===== src/rtl/fetch_unit.sv =====
// Instruction fetch: PC sequencer, 1-cycle imem, 2-entry in-order decode buffer; FETCH_MISALIGN_TRAP_EN enables misaligned-redirect faults.
// Issue to id_valid is 2 cycles; with id_ready low, issue stops once buffered plus in-flight entries reach 2.
module fetch_unit #(
    parameter int                    ADDR_WIDTH = 32,
    parameter int                    DATA_WIDTH = 32,
    parameter logic [ADDR_WIDTH-1:0] RESET_PC   = '0
) (
    input  logic                  clk,
    input  logic                  rst_n,
    output logic [ADDR_WIDTH-1:0] imem_addr,
    input  logic [DATA_WIDTH-1:0] imem_inst,
    input  logic                  redirect_valid,
    input  logic [ADDR_WIDTH-1:0] redirect_pc,
    output logic                  id_valid,
    input  logic                  id_ready,
    output logic [ADDR_WIDTH-1:0] id_pc,
    output logic [DATA_WIDTH-1:0] id_inst,
    output logic                  id_fault
);
    localparam logic [DATA_WIDTH-1:0] NOP_INST = DATA_WIDTH'(32'h0000_0013);

    typedef struct packed {
        logic [ADDR_WIDTH-1:0] pc;
        logic [DATA_WIDTH-1:0] inst;
        logic                  fault;
    } entry_t;

    entry_t                entry_q [2];
    entry_t                head;
    logic [ADDR_WIDTH-1:0] fetch_pc;
    logic [ADDR_WIDTH-1:0] inflight_pc;
    logic [ADDR_WIDTH-1:0] redirect_target;
    logic                  inflight;
    logic                  inflight_fault;
    logic                  halted;
    logic                  misalign;
    logic [1:0]            count;
    logic                  rd_ptr;
    logic                  wr_ptr;
    logic                  pop;
    logic                  issue;
    logic [2:0]            next_occ;

`ifdef FETCH_MISALIGN_TRAP_EN
    assign redirect_target = redirect_pc;
    assign misalign        = fetch_pc[1:0] != 2'b00;
`else
    assign redirect_target = redirect_pc & ~ADDR_WIDTH'(3);
    assign misalign        = 1'b0;
`endif

    assign imem_addr = fetch_pc;
    assign id_valid  = count != 2'd0;
    assign pop       = id_valid & id_ready;

    // Reserve a buffer slot for every outstanding fetch so a response never meets a full buffer.
    assign next_occ  = 3'(count) + 3'(inflight) - 3'(pop);
    assign issue     = !halted && (next_occ < 3'd2);

    assign head     = entry_q[rd_ptr];
    assign id_pc    = head.pc;
    assign id_inst  = head.inst;
    assign id_fault = head.fault;

    always_ff @(posedge clk or negedge rst_n) begin
        if (!rst_n) begin
            fetch_pc       <= RESET_PC;
            inflight_pc    <= '0;
            inflight       <= 1'b0;
            inflight_fault <= 1'b0;
            halted         <= 1'b0;
            count          <= 2'd0;
            rd_ptr         <= 1'b0;
            wr_ptr         <= 1'b0;
            for (int i = 0; i < 2; i++) begin
                entry_q[i] <= '0;
            end
        end else if (redirect_valid) begin
            // Redirect flushes the buffer, kills the response arriving now and the fetch issued now.
            fetch_pc <= redirect_target;
            inflight <= 1'b0;
            halted   <= 1'b0;
            count    <= 2'd0;
            rd_ptr   <= 1'b0;
            wr_ptr   <= 1'b0;
        end else begin
            if (issue) begin
                fetch_pc <= fetch_pc + ADDR_WIDTH'(4);
            end
            inflight       <= issue;
            inflight_pc    <= fetch_pc;
            inflight_fault <= misalign;
            if (issue && misalign) begin
                halted <= 1'b1;
            end
            if (inflight) begin
                entry_q[wr_ptr].pc    <= inflight_pc;
                entry_q[wr_ptr].inst  <= inflight_fault ? NOP_INST : imem_inst;
                entry_q[wr_ptr].fault <= inflight_fault;
                wr_ptr                <= ~wr_ptr;
            end
            if (pop) begin
                rd_ptr <= ~rd_ptr;
            end
            count <= count + 2'(inflight) - 2'(pop);
        end
    end
endmodule


===== config.mk =====
export PLATFORM = sky130hd
export DESIGN_NAME = fetch_unit
export DESIGN_NICKNAME = d
export VERILOG_FILES = /design/src/rtl/fetch_unit.sv
export SDC_FILE = /design/constraint.sdc
export NUM_CORES = 1
export LEC_CHECK = 0
export ABC_AREA = 1
export ABC_CLOCK_PERIOD_IN_PS = 6550
export CAP_MARGIN = 20
export CORE_MARGIN = 2
export CORE_UTILIZATION = 53
export CTS_CLUSTER_DIAMETER = 60
export DETAILED_ROUTE_END_ITERATION = 7
export PLACE_DENSITY = 0.81
export SLEW_MARGIN = 20
export SYNTH_ARGS = -nofsm -noshare
export SYNTH_HDL_FRONTEND = slang
export SYNTH_SLANG_ARGS = --single-unit

===== constraint.sdc =====
create_clock -name clk -period 6.55 [get_ports clk]
set_input_delay 0.655 -clock clk [delete_from_list [all_inputs] [get_ports clk]]
set_output_delay 0.655 -clock clk [all_outputs]
set_load 0.1 [all_outputs]

==> results of run 1 <==
-- logic make-up after synthesis --
| logic type | count (synthesis) | synth area share |
|---|---|---|
| buffers and inverters | 168 | 0.0820 |
| AO/OA/AOI/OAI | 192 | 0.114 |
| AND/OR/NAND/NOR | 594 | 0.263 |
| other | 1 | 0.000420 |
| XOR/XNOR | 4 | 0.00393 |
| flip-flops | 189 | 0.530 |
| adder cells (fa/ha/maj) | 4 | 0.00645 |
-- worst max-delay path, delay by kind of cell (launching register included) --
kind,cells,cell delay (ns)
buffers and inverters,3,1.89
flip-flops,1,0.40
AND/OR/NAND/NOR,2,0.20
-- registers in the layout, indices dropped and copies added, names as in the netlist --
signal,cells
count,2
entry_q,124
imem_addr,30
inflight,1
inflight_pc,30
rd_ptr,1
wr_ptr,1
-- cells in the final DEF, fill, tap and decap left out, drive strengths merged, types with 4 or more instances in the layout --
master	n
nand2	476
dfrtp	189
o21ai	159
clkdlybuf4s50	156
inv	112
nor2	72
nand3	37
clkbuf	20
a21oi	10
a22oi	8
buf	8
conb	5
xor2	4
o211ai	4
o21a	4
nand4	4
-- area by class of cell --
class / count / share of cell area
clock inverter: 12 / 0.0145
clock buffer: 20 / 0.0392
inverter: 109 / 0.0368
multi-input combinational: 799 / 0.313
timing repair buffer: 164 / 0.147
sequential: 189 / 0.425
tap: 220 / 0.0247
-- through the flow --
step | cell area, um^2 | hold slack (ns)
4_1_cts | 11100 | 0.380
2_1_floorplan | 8940 | 0.359
5_1_grt | 11100 | 0.418
3_3_place_gp | 10500 | 0.465
6_report | 11100 | 0.332
3_5_place_dp | 10500 | 0.469
-- how the worst max path moves through the flow --
stage,start,endpoint,cells after the start
3_5_place_dp,id_ready,imem_addr[22],12
4_1_cts,rd_ptr,id_pc[8],5
5_1_grt,rd_ptr,id_pc[13],5
6_report,rd_ptr,id_pc[16],5
3_3_place_gp,id_ready,imem_addr[22],12
2_1_floorplan,count[1],imem_addr[9],15
-- routing by layer --
layer / part of all wire / vias to the layer above / GRT usage / wire [um]
li1: - / 3846 / - / -
met1: 0.46 / 3482 / 0.352 / 9730
met2: 0.45 / 323 / 0.382 / 9550
met3: 0.077 / 30 / 0.0426 / 1650
met4: 0.020 / 0 / 0.0887 / 423
met5: 0 / - / 0 / 0
==> reports/summary.log, run 1 <==
INFO  clock_network  cts_tree=built
INFO  synthesis      ys_top_cells_by_count=475 x nand2_1, 189 x dfrtp_1, 147 x o21ai_0, 104 x inv_1, 68 x nor2_1
INFO  worst_setup_path r2r_end=imem_addr[22]
INFO  worst_setup_path ff2ff_setup_slack=3.53ns
INFO  clock_network  cts_num_sinks=189
INFO  timing         max-slew-margin-rel=0.300
INFO  run_status     run_status=finished clean
INFO  timing         setup_slack=2.92ns
INFO  cells_and_area num_antenna_cells=0
INFO  timing         timing.final.setup_violations=0
INFO  cells_and_area area_growth_syn_to_layout=24.8%
INFO  synthesis      yosysUniqueCellTypes=36
INFO  die            pin_count=166
INFO  timing         timing.clock.skew=0.00803ns
INFO  placement      placement.io_buffers=158
INFO  worst_setup_path crit_path_cell_trace=inv_2, buf_4, nand2_1, nand2_1, clkdlybuf4s50_1
INFO  cells_and_area multi_input_comb_area=0.00348mm^2
INFO  synthesis      netlist_top_cells_area=dfrtp_1 53%, nand2_1 20%, o21ai_0 8.2%, inv_1 4.4%, nor2_1 2.9%
INFO  worst_setup_path critical_path_class=reg2out
INFO  placement      placedCellCount=1481
INFO  synthesis      syn_avg_cell_area=7.75um^2
INFO  clock_network  holdBufCountCts=0
INFO  timing         period_minus_slack=3.63ns
INFO  cells_and_area final.fill_count=1401
INFO  timing         totalNegativeSetupSlack=0ns
INFO  clock_network  cts-buffers-inserted=17
INFO  global_route   grt.overflow.total=0
INFO  global_route   grt_usage=0.246
INFO  route          drc_errors=0
INFO  placement      placement.setup.worst_slack=2.99ns
INFO  die            die_y=134um
INFO  clock_network  cts_repair_resized_insts=0
INFO  timing         timing_max_transition_violations_final=0
INFO  worst_setup_path rr_worst_depth=13
INFO  timing         grt_setup_unrepaired=no
INFO  clock_network  htree_num_levels=4
INFO  timing         maxClockFrequency=276MHz
INFO  worst_setup_path critical_path.slowest_cell=clkdlybuf4s50_1
INFO  global_route   grt_pass1_wl=35300um
INFO  timing         tightest_slew=1.05ns
INFO  route          wire_per_inst=14.1um
INFO  placement      globalplace.congestion=0.959
INFO  global_route   antenna_found_initial=0
INFO  worst_setup_path crit_required=5.89ns
INFO  global_route   maximum_number_of_pins_on_one_net_before_global_route_repair=126
INFO  clock_network  cts_post_setup_buffers_inserted=0
INFO  worst_hold_path timing.hold.worst.class=in2async
INFO  route          drt-pass1-iter-count=5
INFO  timing         post-route-period-util=0.553
INFO  synthesis      synthMostInstantiatedCell=nand2_1
INFO  flow_run       maxCapViolations=0
INFO  synthesis      yosys_warnings=0
INFO  cells_and_area final_net_count=1352
INFO  synthesis      syn-cell-area=0.00892mm^2
INFO  synthesis      synth_edf_count=0
INFO  synthesis      ys_ff_latch=189
INFO  clock_network  clock_path_buffers=2
INFO  worst_setup_path timing.critical_path.from_type=flop
INFO  route          via_count=7681
INFO  cells_and_area drive_above_1_share=0.0410
INFO  route          detail-route-antenna-nets=0
INFO  die            placement_rows=47
INFO  clock_network  ctsRootBufferMaster=clkbuf_16
INFO  die            floorplan.initialDensity=0.540
INFO  worst_setup_path cp-end-kind=primary output
INFO  cells_and_area area.sequential=0.00473mm^2
INFO  worst_setup_path r2r-start=count[1]
INFO  synthesis      yosysSeqAreaShare=0.530
INFO  die            core_area=0.0165mm^2
INFO  cells_and_area post_route_utilization=0.674
INFO  clock_network  insertion_delay=0.43ns
INFO  placement      dp.final_hpwl=13800um
INFO  die            floorplan.die_area=0.0179mm^2
INFO  global_route   first_global_vias=7260
INFO  timing         finalHoldViolCount=0
INFO  route          post_drt_via_cell_ratio=5.08
INFO  worst_setup_path critical_path.most_common_cell=nand2_1
INFO  worst_setup_path critPathMaxFanout=52
INFO  worst_setup_path cp_slowest_stage_delay=1.17ns
INFO  route          total_wire_length_after_detailed_routing=21400um
INFO  clock_network  clkTransAtPathRegs=0.07ns
INFO  synthesis      netlist.top_cell.by_area=dfrtp_1
INFO  synthesis      synth_largest_type_area_fraction=0.530
INFO  cells_and_area finish.cell_count_without_fillers=1513
INFO  route          drt_iter0_markers=658
INFO  synthesis      synth-async-reset-ratio=1.00
INFO  worst_setup_path worst_ep_arrival_time=2.97ns
INFO  synthesis      synth_flop_cell=dfrtp_1
INFO  die            chipWidth=134um
INFO  synthesis      post_synth_inst_count=1152
Power of run 1 is not shown: default switching activity piles up to over one toggle a cycle in this logic, so the estimate is an artifact.
==> run 2: changes to the inputs <==
--- a/config.mk
+++ b/config.mk
@@ -6,7 +6,7 @@
 export NUM_CORES = 1
 export LEC_CHECK = 0
 export ABC_AREA = 1
-export ABC_CLOCK_PERIOD_IN_PS = 6550
+export ABC_CLOCK_PERIOD_IN_PS = 3400
 export CAP_MARGIN = 20
 export CORE_MARGIN = 2
 export CORE_UTILIZATION = 53
==> constraint.sdc (replaced) <==
create_clock -name clk -period 3.4 [get_ports clk]
set_input_delay 0.34 -clock clk [delete_from_list [all_inputs] [get_ports clk]]
set_output_delay 0.34 -clock clk [all_outputs]
set_load 0.1 [all_outputs]
==> run 2 against run 1 <==
  * Critical path depth increased by 9
  * Via count rose by 1.1%
  * Routed wire length rose by 2.6%
  * Worst setup slack got worse by 2.2 ns
  * Design area shrank 0.29%
  * Critical path type is now reg2reg
  * Largest cell class unchanged
==> reports/summary.log, run 2 (synthesized netlist as in run 1, its figures left out) <==
INFO  cells_and_area num_antenna_cells=0 [unchanged]
INFO  global_route   grt.overflow.total=0 [unchanged]
INFO  worst_hold_path timing.hold.worst.class=in2async
INFO  timing         timing.clock.skew=0.00864ns [+0.000612 ns]
INFO  cells_and_area final_cell_mix=475 x nand2_1, 188 x dfrtp_1, 147 x o21ai_0
INFO  clock_network  cts_repair_resized_insts=0 [unchanged]
INFO  cells_and_area final_net_count=1359 [+0.52%]
INFO  placement      dp.final_hpwl=14800um [+6.9%]
INFO  flow_run       maxCapViolations=0 [unchanged]
INFO  worst_setup_path endpoint=imem_addr[9]
INFO  route          wire_per_inst=14.4um [+2.2%]
INFO  run_status     run_status=finished clean
INFO  worst_setup_path r2r-start=count[1]
INFO  route          via_count=7762 [+1.1%]
INFO  worst_setup_path crit_path_cell_trace=inv_2, nand2_1, nand2_1, inv_1, ha_1, inv_1, ha_1, fa_1, inv_1, nand3_2, nand2_2, inv_2, a22oi_1, o31ai_1
INFO  route          total_wire_length_after_detailed_routing=21900um [+2.6%]
INFO  worst_setup_path ff2ff_setup_slack=0.73ns [-2.80 ns]
INFO  global_route   globalRouteMet3Util=0.0388 [-0.00381]
INFO  clock_network  cts-buffers-inserted=17 [unchanged]
INFO  cells_and_area final.fill_count=1384 [-1.2%]
INFO  die            floorplan.die_area=0.0179mm^2 [unchanged]
INFO  cells_and_area largest_register_ff_count=124 [unchanged]
INFO  worst_setup_path critical_path_class=reg2reg
INFO  global_route   maximum_number_of_pins_on_one_net_before_global_route_repair=96 [-24%]
INFO  worst_setup_path timing.critical_path.max_delay_family=adder cells
INFO  global_route   first_global_vias=7449 [+2.6%]
INFO  die            core_area=0.0165mm^2 [unchanged]
INFO  route          post_drt_via_cell_ratio=5.11 [+0.59%]
INFO  worst_setup_path crit_start=count[1]
INFO  die            floorplan.initialDensity=0.540 [unchanged]
INFO  timing         max-slew-margin-rel=0.327 [+0.0276]
INFO  worst_setup_path crit_buf_inv=5 [+2]
INFO  cells_and_area finish.cell_count_without_fillers=1520 [+0.46%]
INFO  timing         tightest_slew=1.01ns [-0.0412 ns]
INFO  clock_network  insertion_delay=0.43ns [about the same]
INFO  placement      globalplace.congestion=0.956 [-0.29%]
INFO  die            die_y=134um [unchanged]
INFO  worst_setup_path cp_num_cells=14 [+9]
INFO  timing         post-route-period-util=0.785
INFO  worst_setup_path critical_path.most_common_cell=inv_1
INFO  clock_network  ctsRootBufferMaster=clkbuf_16
INFO  worst_setup_path r2r_end=imem_addr[9]
INFO  timing         period_minus_slack=2.67ns
INFO  worst_setup_path crit_required=3.71ns [-2.18 ns]
INFO  worst_setup_path critPathMaxFanout=12 [-77%]
INFO  worst_setup_path cp-end-kind=flop
INFO  global_route   grt_usage=0.256 [+0.00966]
INFO  route          detail-route-antenna-nets=0 [unchanged]
INFO  placement      placedCellCount=1487 [+0.41%]
INFO  timing         timing_max_transition_violations_final=0 [unchanged]
INFO  die            pin_count=166 [unchanged]
INFO  global_route   globalRouteMet1Util=0.374 [+0.0220]
INFO  route          drt-pass1-iter-count=5 [unchanged]
INFO  cells_and_area area_growth_syn_to_layout=24.4%
INFO  clock_network  htree_num_levels=4 [unchanged]
INFO  global_route   grt_pass1_wl=36700um [+3.9%]
INFO  clock_network  clock_path_buffers=2 [unchanged]
INFO  timing         timing.final.setup_violations=0 [unchanged]
INFO  die            chipWidth=134um [unchanged]
INFO  cells_and_area leading_cell_type_in_the_layout_fill_and_taps_excluded=nand2_1
INFO  clock_network  cts_tree=built
INFO  timing         maxClockFrequency=375MHz
INFO  clock_network  cts_num_sinks=189 [unchanged]
INFO  worst_setup_path worst_ep_arrival_time=2.98ns [about the same]
INFO  die            placement_rows=47 [unchanged]
INFO  worst_setup_path critical_path.slowest_cell=fa_1
INFO  global_route   global_route.peak_usage_layer=met2
INFO  worst_setup_path rr_worst_depth=14 [+1]
INFO  global_route   antenna_found_initial=0 [unchanged]
INFO  clock_network  clkTransAtPathRegs=0.07ns [about the same]
INFO  worst_setup_path timing.critical_path.from_type=flop
INFO  cells_and_area registers.top_by_ff_count=entry_q
INFO  timing         grt_setup_unrepaired=no
INFO  route          drc_errors=0 [unchanged]
INFO  timing         totalNegativeSetupSlack=0ns [unchanged]
INFO  cells_and_area drive_above_1_share=0.0946 [+0.0536]
INFO  global_route   use_met2=0.400 [+0.0179]
INFO  route          drt_iter0_markers=615 [-6.5%]
INFO  placement      placement.io_buffers=158 [unchanged]
INFO  timing         finalHoldViolCount=0 [unchanged]
INFO  worst_setup_path cp_slowest_stage_delay=0.44ns [-0.73 ns]
[run 2: cell types whose count changed in the layout (fill, tap and decap cells not counted)]
cell             before  now
buf_12                0    3
buf_4                 3   71
clkinv_4              2    1
clkbuf_8              0    2
clkbuf_1              3    1
clkdlybuf4s50_1     156   94
bufinv_16             3    4
buf_6                 4    1
dlygate4sd3_1         0    1
[run 2: timing repair]
| item | CTS | global route |
|---|---|---|
| hold endpoints to repair | 58 | 0 |
| setup endpoints to repair | 0 | 0 |
| hold buffers | 1 | 0 |
| buffers inserted | 0 | 0 |
[run 2: final cells by class]
cell class	count	area [um^2]	area share
sequential	189	4730	0.426
clock inverter	12	183	0.0165
timing repair buffer	171	1560	0.141
multi-input combinational	799	3480	0.314
inverter	109	409	0.0369
clock buffer	20	457	0.0411
tap	220	275	0.0248
[run 2: through the flow]
stage	utilization	hold slack, ns	setup slack (ns)	cell area (um^2)
2_1_floorplan	-	0.0444	0.298	8940
3_5_place_dp	0.632	0.349	0.517	10500
4_1_cts	0.672	0.473	0.739	11100
5_1_grt	0.672	0.494	0.506	11100
3_3_place_gp	0.632	0.345	0.569	10500
6_report	0.672	0.454	0.731	11100
[run 2: worst register-to-register path, cell delays in order, from the launching register on]
cell and delay [ns]:
dfrtp_1 0.38, inv_2 0.08, nand2_1 0.08, nand2_1 0.09
inv_1 0.05, ha_1 0.26, inv_1 0.04, ha_1 0.18
fa_1 0.44, inv_1 0.13, nand3_2 0.10, nand2_2 0.22
inv_2 0.19, a22oi_1 0.21, o31ai_1 0.10
[run 2: worst min path at each step]
stage	start	endpoint	slack, ns	cells after the start
final	rst_n	entry_q[74]	0.45	2
after global routing	imem_inst[28]	entry_q[29]	0.49	3
after CTS	imem_inst[31]	entry_q[32]	0.47	3
after detailed placement	rst_n	entry_q[74]	0.35	1
after global placement	rst_n	entry_q[74]	0.35	1
after floorplan	rst_n	count[0]	0.04	0
[run 2: metal layers]
layer / vias up / share of wire
li1: 3865 / -
met1: 3604 / 0.46
met2: 272 / 0.46
met3: 21 / 0.066
met4: 0 / 0.011
met5: - / 0
Power of run 2 is left out for the same reason.
